File: src/rtl/burst_writer.sv
// Periodic sample generator feeding a small FIFO, drained in fixed-length
// request bursts towards an arbiter; samples arriving on a full FIFO are counted as drops.
module burst_writer #(
  parameter int DATA_WIDTH = 8,
  parameter int PERIOD     = 5,
  parameter int BURST_LEN  = 4,
  parameter int DEPTH      = 8,
  parameter int DROP_WIDTH = 8
) (
  input  logic                     i_clk,
  input  logic                     i_reset,
  input  logic                     i_enable,
  input  logic                     i_busy,
  output logic                     o_req,
  output logic [DATA_WIDTH-1:0]    o_data,
  output logic                     o_last,
  output logic [$clog2(DEPTH):0]   o_level,
  output logic [DROP_WIDTH-1:0]    o_drop_count
);

  localparam int AW = $clog2(DEPTH);
  localparam int PW = (PERIOD > 1) ? $clog2(PERIOD) : 1;
  localparam int BW = (BURST_LEN > 1) ? $clog2(BURST_LEN) : 1;
  localparam logic [PW-1:0] PERIOD_LAST = PW'(PERIOD - 1);
  localparam logic [BW-1:0] BEAT_LAST   = BW'(BURST_LEN - 1);
  localparam logic [AW:0]   LEVEL_FULL  = (AW + 1)'(DEPTH);
  localparam logic [AW:0]   LEVEL_BURST = (AW + 1)'(BURST_LEN);

  typedef enum logic [1:0] {
    IDLE  = 2'd0,
    BURST = 2'd1,
    GAP   = 2'd2
  } state_t;

  state_t                  state;
  logic [PW-1:0]           period_cnt;
  logic [DATA_WIDTH-1:0]   seq;
  logic [BW-1:0]           beat;
  logic [DATA_WIDTH-1:0]   mem [DEPTH];
  logic [AW-1:0]           wr_ptr;
  logic [AW-1:0]           rd_ptr;
  logic                    sample;
  logic                    push;
  logic                    pop;

  // Fullness is judged on the pre-pop level, so push-on-full with a pop still drops.
  assign sample = i_enable && (period_cnt == PERIOD_LAST);
  assign push   = sample && (o_level != LEVEL_FULL);
  assign pop    = (state == BURST) && !i_busy;
  assign o_data = mem[rd_ptr];

  // Sample generator: period counter and sequence register.
  always_ff @(posedge i_clk or posedge i_reset) begin
    if (i_reset) begin
      period_cnt <= '0;
      seq        <= '0;
    end else if (!i_enable) begin
      period_cnt <= '0;
    end else if (sample) begin
      period_cnt <= '0;
      seq        <= seq + DATA_WIDTH'(1);
    end else begin
      period_cnt <= period_cnt + PW'(1);
    end
  end

  // FIFO storage; contents are meaningless once the pointers are reset.
  always_ff @(posedge i_clk) begin
    if (push) begin
      mem[wr_ptr] <= seq;
    end
  end

  // FIFO pointers, occupancy and saturating drop counter.
  always_ff @(posedge i_clk or posedge i_reset) begin
    if (i_reset) begin
      wr_ptr       <= '0;
      rd_ptr       <= '0;
      o_level      <= '0;
      o_drop_count <= '0;
    end else begin
      if (push) begin
        wr_ptr <= wr_ptr + AW'(1);
      end
      if (pop) begin
        rd_ptr <= rd_ptr + AW'(1);
      end
      case ({push, pop})
        2'b10:   o_level <= o_level + (AW + 1)'(1);
        2'b01:   o_level <= o_level - (AW + 1)'(1);
        default: o_level <= o_level;
      endcase
      if (sample && !push && (o_drop_count != '1)) begin
        o_drop_count <= o_drop_count + DROP_WIDTH'(1);
      end
    end
  end

  // Burst controller with registered request, last flag and beat counter.
  always_ff @(posedge i_clk or posedge i_reset) begin
    if (i_reset) begin
      state  <= IDLE;
      o_req  <= 1'b0;
      o_last <= 1'b0;
      beat   <= '0;
    end else begin
      case (state)
        IDLE: begin
          if (o_level >= LEVEL_BURST) begin
            state  <= BURST;
            o_req  <= 1'b1;
            o_last <= (BURST_LEN == 1);
            beat   <= '0;
          end
        end
        BURST: begin
          if (!i_busy) begin
            if (beat == BEAT_LAST) begin
              state  <= GAP;
              o_req  <= 1'b0;
              o_last <= 1'b0;
              beat   <= '0;
            end else begin
              beat   <= beat + BW'(1);
              o_last <= ((beat + BW'(1)) == BEAT_LAST);
            end
          end
        end
        GAP: begin
          state <= IDLE;
        end
        default: begin
          state  <= IDLE;
          o_req  <= 1'b0;
          o_last <= 1'b0;
          beat   <= '0;
        end
      endcase
    end
  end

endmodule

File: config.mk
export PLATFORM = sky130hd
export DESIGN_NAME = burst_writer
export DESIGN_NICKNAME = d
export VERILOG_FILES = /design/src/rtl/burst_writer.sv
export SDC_FILE = /design/constraint.sdc
export NUM_CORES = 1
export LEC_CHECK = 0
export CAP_MARGIN = 10
export CORE_ASPECT_RATIO = 0.7
export CORE_MARGIN = 2
export CORE_UTILIZATION = 61
export CTS_BUF_LIST = sky130_fd_sc_hd__clkbuf_8
export CTS_CLUSTER_SIZE = 25
export DETAILED_ROUTE_END_ITERATION = 6
export PLACE_DENSITY = 0.81
export SYNTH_ARGS = -nofsm -noshare
export SYNTH_HDL_FRONTEND = slang
export SYNTH_SLANG_ARGS = --single-unit
File: constraint.sdc
create_clock -name i_clk -period 3.2 [get_ports i_clk]
set_input_delay 0.64 -clock i_clk [delete_from_list [all_inputs] [get_ports i_clk]]
set_output_delay 0.64 -clock i_clk [all_outputs]
set_load 0.02 [all_outputs]
* Word-level counts from Yosys, hierarchy flattened
Memories as Yosys holds them, arrays and structs flattened.
Index checks and enable logic that the tools add are counted.
** Storage, ports and cells
- Logic and storage cells :: 67
- Memories kept :: 1
- Output and inout port bits :: 22
- Register bits :: 35
- Latch bits :: 0
- Memory bits (writable) :: 64
- ROM bits :: 0
** Operators by class
- $lt $le $gt $ge :: 1
- $mul :: 0
- Bitwise operators :: 1
- Eq/ne operators :: 12
- Add/subtract/negate cells :: 8
- Reductions and logical operators :: 13
- Shift operators :: 0
- Div/mod/pow operators :: 0
- Muxes and demuxes :: 21
** Memories
- mem :: words 8, width 8, read ports 1, clocked after memory_dff 0, wr ports 1, RTL line 39 : logic [DATA_WIDTH-1:0] mem [DEPTH];
** Operator list (count)
- adder 8 x 1 -> 8 bit (second input constant) :: 2
- 2-to-1 mux 2 bit :: 6
- adder 3 x 1 -> 3 bit (second input constant) :: 3
- equality test 2 bit (second input constant) :: 4
- 2-to-1 mux 1 bit :: 8
- inequality test 8 bit (second input constant) :: 1
- one-hot mux 4 bit (2 select lines) :: 1
- 2-to-1 mux 3 bit :: 2
- one-hot mux 1 bit (3 select lines) :: 2
- one-hot mux 2 bit (3 select lines) :: 1
- AND reduction 3 bit :: 2
- logical AND 1 bit :: 5
- adder 4 x 1 -> 4 bit (second input constant) :: 1
- equality test 2 x 1 -> 1 bit (second input constant) :: 2
- greater-or-equal comparator 4 x 3 -> 1 bit (second input constant) :: 1
- inequality test 2 bit (second input constant) :: 2
- inequality test 4 bit (second input constant) :: 1
- one-hot mux 2 bit (2 select lines) :: 1
- AND reduction 4 bit :: 1
- subtractor 4 x 1 -> 4 bit (second input constant) :: 1
- equality test 3 bit (second input constant) :: 1
- adder 2 x 1 -> 2 bit (second input constant) :: 1
- zero test 1 bit :: 2
- zero test 2 bit :: 1
- other kinds (4) :: 4

* Depth between registers and ports, before layout
- Depth after elaboration :: 6
- Depth in mapped cells :: 12
- Depth with buffers taken out :: 12

* Worst setup path before layout
Ideal clock, no wire load.
- Path kind :: input to register
- Start :: input port i_enable
- End :: register o_level[2]
- Stages :: 10
- Path buffers :: 0
- Setup slack :: 0.866 ns
- Arrival :: 2.208 ns
- Library setup time :: 0.125 ns
- Required time :: 3.075 ns
- Path through :: nand3_1 nor2_1 inv_1 ha_1 xor2_1 ha_1 a21oi_1 xor2_1 nor2_1 xor2_1
** On the way
- Cells in the longest elaborated chain, start to end :: 4
** Ends and longest elaborated chain
- start, declared :: RTL line 12 : input logic i_enable,
- logical AND 1 bit (*) :: RTL line 47 : assign sample = i_enable && (period_cnt == PERIOD_LAST);
- logical AND 1 bit (*) :: RTL line 48 : assign push = sample && (o_level != LEVEL_FULL);
- equality test 2 x 1 -> 1 bit or equality test 2 bit (tied branches) :: RTL line 88 : case ({push, pop})
- one-hot mux 4 bit (2 select lines) or nonzero test 2 bit (tied branches)
- end signal, assigned :: RTL line 89 : 2'b10: o_level <= o_level + (AW + 1)'(1);
- end signal, assigned :: RTL line 90 : 2'b01: o_level <= o_level - (AW + 1)'(1);
- end signal, assigned :: RTL line 91 : default: o_level <= o_level;
- end, declared :: RTL line 17 : output logic [$clog2(DEPTH):0] o_level,
Every way passes the cells marked *; elsewhere a longest branch is shown, timed or not.
A chain may end at the register's enable or synchronous reset.

* Final worst setup path
- Start :: register rd_ptr[0]
- End :: output port o_data[0]
** On the way
- Cells in the longest elaborated chain, start to end :: 1
** Ends and longest elaborated chain
- start, declared :: RTL line 41 : logic [AW-1:0] rd_ptr;
- start signal, assigned :: RTL line 86 : rd_ptr <= rd_ptr + AW'(1);
- memory (8 x 8 bit)
- end, declared :: RTL line 15 : output logic [DATA_WIDTH-1:0] o_data,
Every way passes these cells.

==> flow_metrics.env <==
export IMPL_grt_pass1_wl_um=11300
export IMPL_grt_max_degree=36
export IMPL_hold_viol_final=0
export IMPL_syn_mean_instance_area_um2=16.4
export IMPL_post_cts_setup_buffers=0
export IMPL_die_area_um2=7530
export IMPL_first_pass_iters=4
export IMPL_drive_gt1_share_pct=17.5
export IMPL_slew_headroom_pct=68.7
export IMPL_row_count=25
export IMPL_drv_cap=0
export IMPL_status="finished, final reports clean"
export IMPL_drtIter0Drc=172
export IMPL_final_setup_tns_ns=0
export IMPL_tightest_slew_ns=0.469
export IMPL_floorplan_initialDensity_pct=62.4
export IMPL_overflow=0
export IMPL_drtAntennaViolNets=0
export IMPL_synth_nets=270
export IMPL_slew_violations=0
export IMPL_min_path_cells=1
export IMPL_worstPathArrival_ns=2.39
export IMPL_total_power_mw=3.43
export IMPL_min_period_over_period_pct=94.8
export IMPL_clkLatencyLatePin_ns=0.36
export IMPL_rsz0062_at_grt="false"
export IMPL_vias=2211
export IMPL_worst_setup_path_end_kind="primary output"
export IMPL_ys_warn_count=0
export IMPL_worstHoldPathType="reg2reg"
export IMPL_nets=313
export IMPL_path_class="reg2out"
export IMPL_hpwlAfterDp_um=4650
export IMPL_wirelength_um=7040
export IMPL_clkPwrFrac_pct=20.6
export IMPL_seq_area_frac_synth_pct=67.0
export IMPL_fmax_mhz=330
export IMPL_synthDistinctLibCells=37
export IMPL_area_delta_synth_final_pct=14.5
export IMPL_die_w_um=103
export IMPL_period_minus_slack_ns=3.03
export IMPL_diodes=0
export IMPL_hold_path_startpoint="period_cnt[0]"
export IMPL_cts_tree="done"
export IMPL_viasPerCell=5.57
export IMPL_rr_endpoint="o_level[2]"
export IMPL_crit_fanout=18
export IMPL_htree_levels=3
export IMPL_die_h_um=73.2
export IMPL_p_int_mw=2.34
export IMPL_cts_sinks=99
export IMPL_finalSetupViolCount=0
export IMPL_vdd_ir_drop_max_mv=0.404
export IMPL_start_kind="flip-flop"
export IMPL_ys_ff_latch=99
export IMPL_clk_pin_slew_worst_paths_ns=0.10
export IMPL_switching_share_pct=31.7
export IMPL_powerDensity_nw_per_um2=718
export IMPL_num_io_pins=26
export IMPL_synth_area_um2=4180
export IMPL_min_to="period_cnt[0]"
export IMPL_routedWlPerCell_um=17.7
export IMPL_numCtsBuffers=9
export IMPL_clock_skew_ns=0.0134
export IMPL_r2r_setup_slack_ns=0.73
export IMPL_power_switching_mw=1.09
export IMPL_synth_cells=255
export IMPL_cts_root_buf="clkbuf_8"
export IMPL_grt_pass1_vias=2182
export IMPL_leakagePower_nw=1.91
export IMPL_clock_path_buffers=2
export IMPL_r2r_start="period_cnt[0]"
export IMPL_io_buffers=25
export IMPL_core_um2=6690
export IMPL_drc_errors=0
export IMPL_antenna_found_initial=0
export IMPL_worst_endpoint_required_ns=2.56
export IMPL_p_comb_share_pct=29.4
export IMPL_track_usage_pct=20.8
export IMPL_pwr_share_seq_pct=50.0
export IMPL_reg2regPathDepth=12
export IMPL_place_congestion=0.760
-- cell usage after synthesis (all sizes together) --
cell type | n | area [um2]
ha | 11 | 138
nand3 | 9 | 45.0
nand4 | 1 | 6.26
a21oi | 1 | 5.00
xor2 | 10 | 87.6
xnor2 | 10 | 87.6
o31ai | 1 | 7.51
nand2 | 18 | 67.6
and3 | 2 | 12.5
and2 | 2 | 12.5
nor3 | 7 | 35.0
mux2 | 14 | 161
o32ai | 1 | 8.76
a32oi | 1 | 8.76
o21ba | 1 | 10.0
o21ai | 3 | 15.0
clkbuf | 2 | 7.51
mux2i | 1 | 10.0
edfxtp | 64 | 1920
inv | 9 | 33.8
or3 | 2 | 12.5
and4 | 1 | 8.76
nor2 | 15 | 56.3
dfrtp | 35 | 876
buf | 4 | 32.5
a211oi | 2 | 15.0
mux4 | 16 | 390
a22o | 1 | 8.76
nand2b | 5 | 31.3
o22ai | 2 | 12.5
nor2b | 1 | 6.26
nor4b | 1 | 23.8
nor3b | 1 | 7.51
o211ai | 1 | 12.5
-- final cells by class --
type                       count  area (um2)
tap                           94         118
clock inverter                 7        50.0
clock buffer                   9         124
sequential                    99        2800
inverter                       9        33.8
fill                         447        1910
multi-input combinational    141        1300
timing repair buffer          38         352
-- power groups by stage --
| stage | combinational, mW | clock, mW | sequential, mW |
|---|---|---|---|
| final | 1.01 | 0.706 | 1.72 |
| after global routing | 1.11 | 0.778 | 1.74 |
| after CTS | 1.02 | 0.728 | 1.71 |
| after detailed placement | 1.01 | 0 | 1.74 |
| after global placement | 0.983 | 0 | 1.73 |
| after floorplan | 0.731 | 0 | 1.68 |
-- routing by layer --
layer / wire length (um) / part of all wire (%) / GRT usage, % / up-vias
li1: - / - / - / 1052
met3: 345 / 4.9 / 6.13 / 4
met1: 3350 / 48 / 30.6 / 1095
met2: 3310 / 47 / 31.3 / 60
met4: 36 / 0.51 / 4.82 / 0
met5: 0 / 0 / 0 / -
-- kinds of logic (layout without fill, tap and decap cells) --
logic type | count (synthesis) | in the layout | synth area share, %
xor gates and xnor gates | 20 | 20 | 4.20
DFF | 99 | 99 | 67.0
AOI/OAI and AO/OA | 14 | 14 | 2.49
adders and majority gates | 11 | 11 | 3.30
and+or+nand+nor | 65 | 65 | 7.79
muxes | 31 | 31 | 13.5
buffers and inverters | 15 | 63 | 1.77
-- per-stage QoR --
step	cell area [um2]	hold WS (ns)	util [%]	std cells	setup WS, ns
finish	4780	0.482	71.4	397	0.165
global route	4780	0.494	71.4	397	0.0336
CTS	4770	0.481	71.3	397	0.0661
detailed placement	4600	0.467	68.7	381	0.241
global placement	4600	0.457	68.7	381	0.353
floorplan	4180	0.431	-	255	0.866
-- registers in the layout, indices dropped and copies added, names as in the netlist --
signal        cells
beat              2
mem              64
o_drop_count      8
o_last            1
o_level           4
o_req             1
period_cnt        3
rd_ptr            3
seq               8
state             2
wr_ptr            3
-- what timing repair did --
item | 4_1_cts | 5_1_grt
endpoints found under the hold margin | 0 | 0
resized for setup | 0 | 2
hold buffers | 0 | 0
setup endpoints to repair | 0 | 1
-- how the worst max path moves through the flow --
stage	startpoint	endpoint	slack, ns	cells past startpoint
5_1_grt	rd_ptr[0]	o_data[0]	0.03	4
4_1_cts	rd_ptr[0]	o_data[0]	0.07	4
3_3_place_gp	i_enable	o_level[2]	0.35	11
3_5_place_dp	i_enable	o_level[2]	0.24	11
6_report	rd_ptr[0]	o_data[0]	0.17	4
2_1_floorplan	i_enable	o_level[2]	0.87	10
-- critical path: stages (launching register included) --
cell             delay [ns]
dfrtp_1                0.35
buf_6                  0.24
mux4_1                 0.61
mux2_2                 0.29
clkdlybuf4s50_1        0.54
-- layout by cell type (no fill, tap or decap), types with 7 or more instances in the layout --
cell type,n
edfxtp_1,64
dfrtp_1,34
clkdlybuf4s50_1,25
nand2_1,18
nor2_1,15
mux2_2,13
buf_4,12
ha_1,11
xor2_1,10
xnor2_1,10
inv_1,10
nand3_1,9
clkbuf_8,9
mux4_2,8
mux4_1,8
nor3_1,7
(Power assumes the default switching activity.)
